### src/rtl/cordic_scheduler.sv
// Round-robin scheduler sharing one fixed-latency CORDIC pipeline between two
// requesters; results return through tagged per-requester FWFT FIFOs.
module cordic_scheduler #(
  parameter int DATA_WIDTH   = 22,
  parameter int PIPE_LATENCY = 17,
  parameter int FIFO_DEPTH   = 4
) (
  input  logic                  clk,
  input  logic                  rst,
  input  logic                  req0_valid,
  input  logic [DATA_WIDTH-1:0] req0_target,
  output logic                  req0_ready,
  input  logic                  req1_valid,
  input  logic [DATA_WIDTH-1:0] req1_target,
  output logic                  req1_ready,
  output logic                  res0_valid,
  output logic [DATA_WIDTH-1:0] res0_data,
  input  logic                  res0_ready,
  output logic                  res1_valid,
  output logic [DATA_WIDTH-1:0] res1_data,
  input  logic                  res1_ready,
  output logic                  cordic_clk_en,
  output logic [DATA_WIDTH-1:0] cordic_target,
  input  logic [DATA_WIDTH-1:0] cordic_result,
  output logic                  busy
);

  localparam int CNT_W = $clog2(FIFO_DEPTH + 1);
  localparam int PTR_W = (FIFO_DEPTH > 1) ? $clog2(FIFO_DEPTH) : 1;
  localparam logic [CNT_W:0] DEPTH_LIM = (CNT_W + 1)'(FIFO_DEPTH);

  logic [1:0]            req_valid;
  logic [DATA_WIDTH-1:0] req_target [2];
  logic [1:0]            res_ready;
  logic [1:0]            res_valid;
  logic [DATA_WIDTH-1:0] res_data [2];
  logic [1:0]            credit_ok;
  logic [1:0]            busy_vec;
  logic [1:0]            cand;
  logic [1:0]            grant;
  logic                  accept;
  logic                  accept_id;
  logic                  ptr_q, ptr_d;
  logic [DATA_WIDTH-1:0] target_q, target_d;
  logic [PIPE_LATENCY-1:0] tag_v_q, tag_id_q;
  logic                  retire;
  logic                  retire_id;

  assign req_valid     = {req1_valid, req0_valid};
  assign req_target[0] = req0_target;
  assign req_target[1] = req1_target;
  assign res_ready     = {res1_ready, res0_ready};

  function automatic logic [PTR_W-1:0] ptr_inc(input logic [PTR_W-1:0] p);
    return (p == PTR_W'(FIFO_DEPTH - 1)) ? '0 : p + 1'b1;
  endfunction

  // Candidates are gated by rst so ready stays low while reset is held.
  always_comb begin
    cand  = req_valid & credit_ok & {2{~rst}};
    grant = cand;
    if (cand == 2'b11) grant = ptr_q ? 2'b10 : 2'b01;
    accept    = |grant;
    accept_id = grant[1];
    ptr_d     = accept ? ~accept_id : ptr_q;
    target_d  = accept ? req_target[accept_id] : '0;
  end

  assign retire    = tag_v_q[PIPE_LATENCY-1];
  assign retire_id = tag_id_q[PIPE_LATENCY-1];

  // NOTE: state registers use non-blocking assignments so every flop samples pre-edge values.
  always_ff @(posedge clk or posedge rst) begin
    if (rst) begin
      ptr_q    <= 1'b0;
      target_q <= '0;
      tag_v_q  <= '0;
      tag_id_q <= '0;
    end else begin
      ptr_q    <= ptr_d;
      target_q <= target_d;
      tag_v_q  <= {tag_v_q[PIPE_LATENCY-2:0], accept};
      tag_id_q <= {tag_id_q[PIPE_LATENCY-2:0], accept_id};
    end
  end

  for (genvar g = 0; g < 2; g++) begin : g_req
    logic                  push, pop, acc;
    logic [CNT_W-1:0]      cnt_q, cnt_d, infl_q, infl_d;
    logic [PTR_W-1:0]      wr_q, wr_d, rd_q, rd_d;
    logic [DATA_WIDTH-1:0] mem_q [FIFO_DEPTH];

    assign acc  = grant[g];
    assign push = retire & (retire_id == 1'(g));
    assign pop  = res_valid[g] & res_ready[g];

    assign res_valid[g] = (cnt_q != '0);
    assign res_data[g]  = res_valid[g] ? mem_q[rd_q] : '0;
    assign credit_ok[g] = ({1'b0, cnt_q} + {1'b0, infl_q}) < DEPTH_LIM;
    assign busy_vec[g]  = (cnt_q != '0) | (infl_q != '0);

    // NOTE: every variable gets a default first so no path leaves it unassigned (no latch).
    always_comb begin
      cnt_d  = cnt_q;
      infl_d = infl_q;
      wr_d   = push ? ptr_inc(wr_q) : wr_q;
      rd_d   = pop ? ptr_inc(rd_q) : rd_q;
      case ({push, pop})
        2'b10:   cnt_d = cnt_q + 1'b1;
        2'b01:   cnt_d = cnt_q - 1'b1;
        default: ;
      endcase
      case ({acc, push})
        2'b10:   infl_d = infl_q + 1'b1;
        2'b01:   infl_d = infl_q - 1'b1;
        default: ;
      endcase
    end

    always_ff @(posedge clk or posedge rst) begin
      if (rst) begin
        cnt_q  <= '0;
        infl_q <= '0;
        wr_q   <= '0;
        rd_q   <= '0;
      end else begin
        cnt_q  <= cnt_d;
        infl_q <= infl_d;
        wr_q   <= wr_d;
        rd_q   <= rd_d;
      end
    end

    // NOTE: storage is not reset; the zeroed count/pointers make stale contents unreachable.
    always_ff @(posedge clk) begin
      if (push) mem_q[wr_q] <= cordic_result;
    end
  end

  assign req0_ready    = grant[0];
  assign req1_ready    = grant[1];
  assign res0_valid    = res_valid[0];
  assign res1_valid    = res_valid[1];
  assign res0_data     = res_data[0];
  assign res1_data     = res_data[1];
  assign cordic_clk_en = ~rst;
  assign cordic_target = target_q;
  assign busy          = |busy_vec;

endmodule

### config.mk
export PLATFORM = sky130hd
export DESIGN_NAME = cordic_scheduler
export DESIGN_NICKNAME = d
export VERILOG_FILES = /design/src/rtl/cordic_scheduler.sv
export SDC_FILE = /design/constraint.sdc
export NUM_CORES = 1
export LEC_CHECK = 0
export CAP_MARGIN = 20
export CORE_AREA = 8 8 150 152
export DETAILED_ROUTE_END_ITERATION = 7
export DIE_AREA = 0 0 158 160
export GPL_TIMING_DRIVEN = 0
export PLACE_DENSITY = 0.73
export SYNTH_ARGS = -nofsm -noshare
export SYNTH_HDL_FRONTEND = slang
export SYNTH_SLANG_ARGS = --single-unit
export TNS_END_PERCENT = 50
### constraint.sdc
create_clock -name clk -period 4.65 [get_ports clk]
set_clock_uncertainty 0.15 [all_clocks]
set_input_delay 0.93 -clock clk [delete_from_list [all_inputs] [get_ports clk]]
set_output_delay 0.93 -clock clk [all_outputs]
set_load 0.03 [all_outputs]
==> results.ini, run 1 <==
[run_status]
status=completed

[timing]
rsz0062_at_grt=no
setup_viol=0
min_period_ps=4420
tightest_slew_ps=945
hold_ws_ps=182
slew_violations=0
tns_ps=0
post-route-period-util_pct=95.0
fmax_ghz=0.226
final_hold_viol_count=0
relSlewSlack_pct=37.0

[power]
combPwrFrac_pct=37.2
p_clk_share_pct=26.8
power_switching_mw=2.69
p_int_mw=5.55
swShare_pct=32.7
leakagePower_nw=4.82
pwr-share-seq_pct=36.1
peakVddDrop_mv=0.443
power.total_mw=8.24
p_per_area_nw_per_um2=646

[min_path]
hold_depth=0
holdCritPathClass=reg2reg
whs_endpoint=tag_v_q[15]
min_from=tag_v_q[14]

[clock_network]
tritoncts=done
cts_buffers=26
cts_root_buffer=clkbuf_16
worstSkewPairLatency_ps=530
clk_path_buf_depth=3
clock-sinks=253
cts_hold_buffers=0
htree_levels=1
clk_pin_slew_ps=60

[logic_synthesis]
synth_cell_types=36
yosysMostFrequentCell=edfxtp_1
synth_area_leaders=edfxtp_1 54%, dfrtp_1 20%, mux4_2 10%
synth_top_area_share_pct=53.7
synth_common_cells=176 x edfxtp_1, 77 x dfrtp_1, 49 x and2_1
syn_nets=630
synthCells=536
yosys.area.top_type=edfxtp_1
netlist_area_um2=9840
ys_ff_latch=253
ys_warn_count=0
synth_edf_count=176
synth_ff_type=edfxtp_1
seq_area_frac_synth_pct=73.3
postSynth.asyncResetShare_pct=30.4
syn_area_per_cell_um2=18.4

[floorplanning]
die-area_um2=25300
rows=52
floorplan.initialDensity_pct=49.1
die_w_um=158
io_pins=144
fp.dieH_um=160
core_um2=20000

[worst_setup_path]
crit_family=buffers and inverters
cp_common_cell=clkdlybuf4s50_1
r2r-end=g_req[1].infl_q[2]
timing.critical_path.buf_inv=3
critical_path_class=in2out
rrSetupSlack_ps=1210
cp_max_fo=9
reg2reg_depth=13
slowest_stage=clkdlybuf4s50_1
crit_arrival_ps=3340
crit_chain=clkdlybuf4s50_1 > or4b_4 > a311oi_4 > dlymetal6s2s_1 > and2_1 > clkdlybuf4s50_1
end_kind=primary output
cp-start-kind=primary input
r2r-start=g_req[0].cnt_q[2]
crit_required_ps=3570
slowest_delay_ps=690

[cells_and_area]
areaGrowthSynthToFinish_pct=29.7
fin_nets=810
antennaDiodeCount=0
drive_gt1_share_pct=14.7
fin_util_pct=63.7

[routing]
dr.pass1.iters=5
route.detailed.drc=0
wl_mm=20.5
dr_total_vias=5261
drt_iter0_drc=388
ant_nets=0
vias_per_cell=5.23
avgRoutedWirePerCell_um=20.4

[placement]
numPortBuffers=143
gp_congestion=0.754
dp_hpwl_mm=13.6

[global_route]
antenna_found_initial=0
grt-ovfl-total=0
grt_pass1_vias=5820
grt_max_degree=79
grt.total_usage_pct=16.6
grt_pass1_wl_mm=32.2

[run]
maxCapViolCount=0

[stage by stage]
stage / instance area [µm²] / setup WS, ps / std cells
floorplan: 9840 / 882 / 536
global placement: 11600 / -1030 / 949
detailed placement: 11800 / -84.8 / 957
CTS: 12800 / 203 / 1006
global route: 12800 / 102 / 1006
finish: 12800 / 231 / 1006
[sequential cells by signal, summed over array words and instances (netlist names)]
register       cells
g_req.mem_q      176
cordic_target     22
tag_id_q          17
tag_v_q           17
g_req.cnt_q        6
g_req.infl_q       6
g_req.rd_q         4
g_req.wr_q         4
ptr_q              1
[power by group through the flow]
| stage | clock network (mW) | logic [mW] | registers [mW] |
|---|---|---|---|
| CTS | 2.25 | 3.12 | 2.98 |
| global route | 2.34 | 3.27 | 3.01 |
| floorplan | 0 | 1.84 | 3.05 |
| detailed placement | 0 | 3.09 | 3.01 |
| finish | 2.21 | 3.06 | 2.97 |
| global placement | 0 | 2.95 | 2.99 |
[final cells by class]
class                           instances  area, µm²
Fill cell                            1444       7280
Sequential cell                       253       7210
Multi-Input combinational cell        216       2320
Timing Repair Buffer                  152       1660
Clock buffer                           32        673
Tap cell                              270        338
Clock inverter                         16        244
Inverter                               45        171
Buffer                                 22        145
[cells by family after synthesis]
group                    Yosys count  share of synthesized area [%]
AND/OR/NAND/NOR                  100                           5.57
adder cells (fa/ha/maj)           22                           3.10
AO/OA/AOI/OAI                     11                          0.953
flip-flops                       253                           73.3
XOR/XNOR                          12                           1.07
multiplexers                      71                           12.8
buffers and inverters             67                           3.19
[worst register-to-register path: cells and delay by family, from the launching register on]
kind | cells | cell delay, ps
AO/OA/AOI/OAI | 2 | 590
flip-flops | 1 | 410
AND/OR/NAND/NOR | 2 | 640
XOR/XNOR | 2 | 320
adder cells (fa/ha/maj) | 3 | 840
buffers and inverters | 4 | 410
[repair_timing]
item / in CTS / in global routing
setup endpoints to repair: 2 / 0
buffers inserted: 1 / 0
gates resized for setup: 2 / 0
[cell usage in the layout, fill, tap and decap left out, drive strengths merged, types with 2 or more instances in the layout]
| master | n |
|---|---|
| edfxtp | 176 |
| clkdlybuf4s50 | 142 |
| dfrtp | 77 |
| and2 | 49 |
| inv | 45 |
| mux4 | 44 |
| clkbuf | 44 |
| nand2 | 30 |
| mux2i | 25 |
| ha | 18 |
| buf | 17 |
| clkinv | 9 |
| xor2 | 8 |
| bufinv | 6 |
| or3 | 5 |
| o21ai | 5 |
| and3 | 4 |
| nor2 | 4 |
| xnor2 | 4 |
| fa | 4 |
| dlymetal6s2s | 2 |
| mux2 | 2 |
| nor3 | 2 |
| a21o | 2 |
| or4b | 2 |
| a311oi | 2 |
[worst max-delay path by stage]
| stage | slack [ps] | endpoint | start | depth (start not counted) |
|---|---|---|---|---|
| after global routing | 100 | req0_ready | req0_valid | 6 |
| after detailed placement | -80 | req1_ready | rst | 7 |
| after global placement | -1030 | cordic_clk_en | rst | 3 |
| after CTS | 200 | req0_ready | req0_valid | 6 |
| final | 230 | req0_ready | req0_valid | 6 |
| after floorplan | 880 | cordic_clk_en | rst | 1 |
[layer usage]
layer  wire length, µm  GRT usage (%)
met1              8420           21.4
met2              9860           27.0
met3              1740           4.56
met4               495           4.46
met5                 0              0
Note: power is estimated with default switching activity, not from simulation.
==> run 2: changes to the inputs <==
Settings changed: HOLD_SLACK_MARGIN set to 0.06.
==> results of run 2 <==
The final DEF is identical to that of run 1; final timing and power are the same.
==> run 3: changes to the inputs <==
Settings changed: CAP_MARGIN 20 to unset.
==> run 3 against run 2 <==
Against the previous run:
- sequential power is essentially flat
- critical path type unchanged
- largest cell class unchanged
- maximum frequency decreased by 0.22%
- first-iteration DRC count decreased by 35%
- critical endpoint unchanged
- clock-buffer cell count down 2
- highest routed layer unchanged
- combinational power fell by 2%
==> results.ini, run 3 (synthesis gave the netlist of run 1 again) <==
[clock_network]
cts_buffers=26  ; unchanged
clock-sinks=253  ; unchanged
htree_levels=1  ; unchanged
tritoncts=done
clk_pin_slew_ps=60  ; about the same
cts_root_buffer=clkbuf_16
cts_hold_buffers=0  ; unchanged
clk_path_buf_depth=3  ; unchanged
worstSkewPairLatency_ps=530  ; about the same

[timing]
tightest_slew_ps=1370  ; +429 ps
final_hold_viol_count=0  ; unchanged
slew_violations=0  ; unchanged
post-route-period-util_pct=95.2  ; +0.20 points
rsz0062_at_grt=no
relSlewSlack_pct=8.42  ; -29 points
setup_viol=0  ; unchanged
min_period_ps=4430  ; +9.52 ps
fmax_ghz=0.226  ; -0.22%

[global_route]
grt_pass1_vias=5644  ; -3.0%
grt_max_degree=79  ; unchanged
antenna_found_initial=0  ; unchanged
grt_pass1_wl_mm=31.3  ; -2.9%
grt.total_usage_pct=16.1  ; -0.50 points
grt-ovfl-total=0  ; unchanged

[worst_setup_path]
cp-start-kind=primary input
cp_common_cell=clkdlybuf4s50_1
critical_path_class=in2out
reg2reg_depth=13  ; unchanged
rrSetupSlack_ps=1200  ; about the same
slowest_delay_ps=690  ; about the same
end_kind=primary output
r2r-start=g_req[0].cnt_q[2]
cp_max_fo=9  ; unchanged
slowest_stage=clkdlybuf4s50_1
crit_chain=clkdlybuf4s50_1 > or4b_4 > a311oi_4 > dlymetal6s2s_1 > and2_1 > clkdlybuf4s50_1
crit_required_ps=3570  ; about the same
cp-startpoint=req0_valid
crit_end=req0_ready
crit_arrival_ps=3350  ; about the same
r2r-end=g_req[1].infl_q[2]

[power]
swShare_pct=33.4  ; +0.74 points
p_clk_share_pct=24.7  ; -2.1 points
p_int_mw=5.29  ; -4.7%
combPwrFrac_pct=37.9  ; +0.7 points
power.total_mw=7.95  ; -3.6%
power_switching_mw=2.66  ; -1.4%
leakagePower_nw=4.68  ; -2.9%
peakVddDrop_mv=0.314  ; -29%
p_per_area_nw_per_um2=638  ; -1.2%
pwr-share-seq_pct=37.4  ; +1.3 points

[floorplanning]
core_um2=20000  ; unchanged
die-area_um2=25300  ; unchanged
rows=52  ; unchanged
io_pins=144  ; unchanged
die_w_um=158  ; unchanged
floorplan.initialDensity_pct=49.1  ; unchanged
fp.dieH_um=160  ; unchanged

[run_status]
status=completed

[placement]
gp_congestion=0.754  ; unchanged
numPortBuffers=143  ; unchanged
dp_hpwl_mm=13.0  ; -4.9%

[cells_and_area]
fin_nets=802  ; -0.99%
num-fill-cells=1477  ; +2.3%
fin_util_pct=62.1  ; -1.6 points
largest_register=g_req.mem_q
drive_gt1_share_pct=13.6  ; -1.1 points
final_common_cell=edfxtp_1
largest_register_ffs=176  ; unchanged
final_cell_mix=176 x edfxtp_1, 142 x clkdlybuf4s50_1, 77 x dfrtp_1
areaGrowthSynthToFinish_pct=26.5

[routing]
dr.pass1.iters=4  ; -1
ant_nets=0  ; unchanged
avgRoutedWirePerCell_um=19.8  ; -2.8%
vias_per_cell=5.13  ; -1.9%
wl_mm=19.8  ; -3.6%
route.detailed.drc=0  ; unchanged
drt_iter0_drc=253  ; -35%
dr_total_vias=5120  ; -2.7%

[run]
maxCapViolCount=0  ; unchanged

[min_path]
holdCritPathClass=reg2reg
min_from=tag_id_q[13]

run 3: cell count changes in the layout (fill, tap and decap cells not counted), sizes merged:
| cell | delta |
|---|---|
| buf | -8 |
| diode | +1 |
| clkinv | +4 |
| clkbuf | -2 |
| bufinv | -4 |
| clkinvlp | +1 |
run 3: metrics by stage:
stage	std cells	hold slack, ps	worst slack, ps	setup TNS (ps)	area [µm²]
floorplan	536	181	882	0	9840
global placement	949	188	-1030	-1100	11600
detailed placement	949	186	-116	-133	11600
CTS	997	191	211	0	12400
global route	997	203	119	0	12400
finish	998	180	221	0	12400
run 3: per-layer routing:
| metal | up-vias | part of all wire (%) | GRT usage [%] |
|---|---|---|---|
| met2 | 195 | 49 | 27.1 |
| met3 | 32 | 9.1 | 4.89 |
| met1 | 2592 | 40 | 19.9 |
| li1 | 2301 | - | - |
| met5 | - | 0 | 0 |
| met4 | 0 | 1.7 | 3.73 |
run 3: worst max-delay path, delay by kind of cell:
family          cells  cell delay (ps)
compound gates      1              480
buf+inv             3             1340
simple gates        2              590
run 3: timing repair:
item,4_1_cts,5_1_grt
setup endpoints to repair,2,0
resized for setup,2,0
buffers inserted,1,0
run 3: power groups by stage:
stage               Combinational (mW)  Sequential, mW  Clock, mW
finish                            3.01            2.97       1.97
global route                      3.22            3.01       2.10
CTS                               3.07            2.98       2.01
detailed placement                3.05            3.01          0
global placement                  2.95            2.99          0
floorplan                         1.84            3.05          0
run 3: how the worst min path moves through the flow:
stage	to	cells after the start	slack, ps
2_1_floorplan	tag_id_q[10]	0	180
3_3_place_gp	tag_id_q[6]	0	190
3_5_place_dp	tag_id_q[3]	0	190
4_1_cts	tag_id_q[14]	0	190
5_1_grt	tag_v_q[15]	0	200
6_report	tag_id_q[14]	0	180
run 3: cell type report:
type / instances / area (µm²) / area share [%]
clock inverter: 17 / 153 / 1.23
buffer: 22 / 145 / 1.17
antenna: 1 / 2.50 / 0.0201
inverter: 45 / 171 / 1.38
timing repair buffer: 144 / 1440 / 11.6
clock buffer: 30 / 666 / 5.35
multi-input combinational: 216 / 2320 / 18.7
tap: 270 / 338 / 2.71
sequential: 253 / 7210 / 57.9
